--- config.mk ---
export PLATFORM = sky130hd
export DESIGN_NAME = regfile_write_arbiter
export DESIGN_NICKNAME = d
export VERILOG_FILES = /design/src/rtl/regfile_write_arbiter.sv
export SDC_FILE = /design/constraint.sdc
export NUM_CORES = 1
export LEC_CHECK = 0
export ABC_AREA = 0
export BUFFER_PORTS_ARGS = -buffer_cell sky130_fd_sc_hd__buf_2
export CORE_MARGIN = 4
export CORE_UTILIZATION = 51
export CTS_CLUSTER_DIAMETER = 200
export DETAILED_ROUTE_END_ITERATION = 6
export PLACE_DENSITY = 0.83
export SLEW_MARGIN = 20
export SYNTH_ARGS = -nofsm -noshare
export SYNTH_HDL_FRONTEND = slang
export SYNTH_SLANG_ARGS = --single-unit
--- constraint.sdc ---
create_clock -name clk -period 3.1 [get_ports clk]
set_input_delay 0.465 -clock clk [delete_from_list [all_inputs] [get_ports clk]]
set_output_delay 0.465 -clock clk [all_outputs]
set_load 0.01 [all_outputs]
--- src/rtl/regfile_write_arbiter.sv ---
// rtl/regfile_write_arbiter.sv - two-requester round-robin write arbiter feeding a 16x16 register file
module regfile_write_arbiter #(
    parameter logic PTR_INIT = 1'b0
) (
    input  logic        clk,
    input  logic        rst_n,
    input  logic        valA,
    input  logic [3:0]  addrA,
    input  logic [15:0] dataA,
    output logic        rdyA,
    input  logic        valB,
    input  logic [3:0]  addrB,
    input  logic [15:0] dataB,
    output logic        rdyB,
    output logic        write,
    output logic [3:0]  wrAddr,
    output logic [15:0] wrData,
    output logic [15:0] pending
);

    logic        full_a, full_b;
    logic [3:0]  buf_addr_a, buf_addr_b;
    logic [15:0] buf_data_a, buf_data_b;
    logic        ptr;
    logic        grant_a, grant_b;
    logic        take_a, take_b;

    // Grant depends only on buffer state so a new request never bypasses its buffer
    assign grant_a = full_a & (~full_b | ~ptr);
    assign grant_b = full_b & (~full_a | ptr);

    assign rdyA = rst_n & (~full_a | grant_a);
    assign rdyB = rst_n & (~full_b | grant_b);

    assign take_a = valA & rdyA;
    assign take_b = valB & rdyB;

    always_ff @(posedge clk or negedge rst_n) begin
        if (!rst_n) begin
            full_a     <= 1'b0;
            full_b     <= 1'b0;
            buf_addr_a <= 4'h0;
            buf_addr_b <= 4'h0;
            buf_data_a <= 16'h0000;
            buf_data_b <= 16'h0000;
            ptr        <= PTR_INIT;
            write      <= 1'b0;
            wrAddr     <= 4'h0;
            wrData     <= 16'h0000;
        end else begin
            if (take_a) begin
                full_a     <= 1'b1;
                buf_addr_a <= addrA;
                buf_data_a <= dataA;
            end else if (grant_a) begin
                full_a <= 1'b0;
            end

            if (take_b) begin
                full_b     <= 1'b1;
                buf_addr_b <= addrB;
                buf_data_b <= dataB;
            end else if (grant_b) begin
                full_b <= 1'b0;
            end

            write <= grant_a | grant_b;
            if (grant_a) begin
                wrAddr <= buf_addr_a;
                wrData <= buf_data_a;
                ptr    <= 1'b1;
            end else if (grant_b) begin
                wrAddr <= buf_addr_b;
                wrData <= buf_data_b;
                ptr    <= 1'b0;
            end
        end
    end

    always_comb begin
        pending = 16'h0000;
        if (full_a) pending[buf_addr_a] = 1'b1;
        if (full_b) pending[buf_addr_b] = 1'b1;
        if (write)  pending[wrAddr]     = 1'b1;
    end

endmodule

==> reports/results.ini <==
[outcome]
status = complete, no violations

[worst_hold_path]
min_from = dataA[14]
hold_class = in -> reg

[worst_setup_path]
max_stage_delay_ns = 0.55
crit_path_start = wrAddr[0]
critical_path_class = reg -> out
cp_cell_sequence = nor3b_1, nand3_1, nand3_1, buf_2
slowest_stage = nor3b_1
worst-path-buf-inv = 1
crit_family = simple AND/OR/NAND/NOR gates
worstPathMaxFanout = 7
cp-start-kind = flip-flop
r2r-start = full_a
cp_common_cell = nand3_1
critPathRequiredTime_ns = 2.63
cp_data_arrival_time_ns = 1.72
cp-end-kind = primary output

[floorplanning]
core_mm2 = 0.00564
rows = 27
design.die.area_mm2 = 0.00726
io_pins = 83
die_h_um = 85.2
die_w_um = 85.2
initial_core_util_pct = 53.8

[clock_tree]
path_clk_slew_ns = 0.06
cts_tree = yes
ctsRootBufferMaster = clkbuf_8
htree_num_levels = 3
cts_sinks = 64
cts_hold_buf = 1
ctsResizeCount = 0
cts_buffer_depth = 2
worstSkewPairLatency_ns = 0.33
cts-buffers-inserted = 9
post_cts_buffers = 0

[drt]
via_per_inst = 5.66
first_pass_iters = 4
vias = 2309
drt_iter0_drc = 124
wl_um = 6890
drc = 0
ant_nets = 0
wl_per_cell_um = 16.9

[synth]
ys_seq_area_share_pct = 52.7
synth_nets = 299
synthFlopType = dfrtp_1
yosys-top-cells-area = dfrtp_1, mux2_2, a22o_1
yosysWarnings = 0
async_flop_share_pct = 100
syn_inst = 255
synth_top_cell_area_share_pct = 52.7
netlist_area_mm2 = 0.00304
synth_seq_cells = 64
syn_area_per_cell_um2 = 11.9
yosysTopAreaCell = dfrtp_1
ys_types = 33
synth_edf_count = 0
yosys-top-cells-count = dfrtp_1, mux2_2, nand2_1
synth_most_common_cell = dfrtp_1

[final_layout]
n_fill_cell = 422
multi_input_area_mm2 = 0.00132
fin_cells = 408
drive_gt1_share_pct = 41.4
n_antenna_cell = 0
seq_area_mm2 = 0.00160
fin_util_pct = 64.3
syn2layout_area_growth_pct = 19.4
nNetsFinal = 377

[global_routing]
track_usage_pct = 19.1
overflow = 0
grt_pass1_vias = 2297
antenna_found_initial = 0
grt_max_degree = 62
grt_pass1_wl_um = 11100

[place]
gp_congestion = 0.831
dp_hpwl_um = 4740
numPortBuffers = 82
dp.cells = 393

[power_and_ir_drop]
power.total_uw = 2380
pwr-share-clk_pct = 26.2
p_sw_uw = 726
intPower_uw = 1650
leakagePower_uw = 0.00184
p_comb_share_pct = 24.6
p_seq_share_pct = 49.2
p_sw_share_pct = 30.5
vdd_drop_max_mv = 0.411
powerDensity_mw_per_mm2 = 656

[timing]
finalCritPeriodShare_pct = 70.5
finalSetupTns_ns = 0
worst_slew_pin_slew_ns = 1.07
setup_viol = 0
fin_skew_ns = 0.00465
relSlewSlack_pct = 28.3
slew_violations = 0
period_minus_slack_ns = 2.19
rsz0062_at_grt = false
fmax_mhz = 458
final_hold_viol_count = 0

[job]
cap_violations = 0

-- flip-flops by register name, summed over array words and instances (netlist names) --
name / flops
ptr: 1
write: 1
buf_addr_b: 4
wrData: 16
full_a: 1
wrAddr: 4
buf_data_b: 16
full_b: 1
buf_addr_a: 4
buf_data_a: 16
-- area by class of cell --
type	count	area share, %
clock buffer	14	4.76
inverter	2	0.207
multi-input combinational	171	36.4
timing repair buffer	85	12.0
tap	72	2.48
sequential	64	44.2
-- power by group through the flow --
stage | Clock, uW | Sequential, uW | Combinational [uW]
CTS | 644 | 1170 | 593
finish | 624 | 1170 | 584
detailed placement | 0 | 1180 | 588
floorplan | 0 | 1140 | 395
global route | 684 | 1200 | 639
global placement | 0 | 1180 | 566
-- per-layer routing --
| layer | up-vias | wire, um | part of all wire, % | GRT usage (%) |
|---|---|---|---|---|
| li1 | 1085 | - | - | - |
| met1 | 1093 | 2920 | 42 | 24.6 |
| met2 | 120 | 3230 | 47 | 30.8 |
| met3 | 11 | 664 | 9.6 | 6.50 |
| met4 | 0 | 65 | 0.94 | 5.18 |
| met5 | - | 0 | 0 | 0 |
-- placed cells by master (no fill, tap or decap), types with 3 or more instances in the layout --
cell type / netlist / final
a22o_1: 19 / 19
mux2_2: 38 / 38
nor2b_1: 7 / 7
buf_2: 6 / 82
and3b_1: 5 / 5
nor3b_1: 4 / 4
dfrtp_1: 64 / 64
nor2_1: 4 / 4
clkbuf_8: 0 / 12
nand2_1: 23 / 23
a22oi_1: 5 / 5
a32oi_1: 4 / 4
a21o_1: 20 / 20
nand3_1: 17 / 17
nand4_1: 3 / 3
-- logic make-up after synthesis --
| logic type | synth area share (%) |
|---|---|
| AOI/OAI and AO/OA | 14.4 |
| buffers and inverters | 3.95 |
| DFF | 52.7 |
| muxes | 15.2 |
| and+or+nand+nor | 13.8 |
-- worst paths after layout --
check / end / cells past startpoint / slack, ns
min in group asynchronous: full_b / 2 / 0.51
worst min-delay path: buf_data_a[14] / 2 / 0.36
worst max register to register: wrData[5] / 3 / 1.07
max in group asynchronous: wrData[6] / 3 / 1.63
worst max-delay path: pending[12] / 4 / 0.91
worst min register to register: wrData[9] / 1 / 0.48
-- per-stage QoR --
step                      worst slack (ns)  hold slack [ns]  area (um2)
after floorplan                       1.50            0.169        3040
after global placement                1.18            0.301        3440
after detailed placement              1.07            0.304        3440
after CTS                            0.937            0.346        3630
after global routing                 0.808            0.344        3630
final                                0.915            0.365        3630
Note: power is estimated with default switching activity, not from simulation.
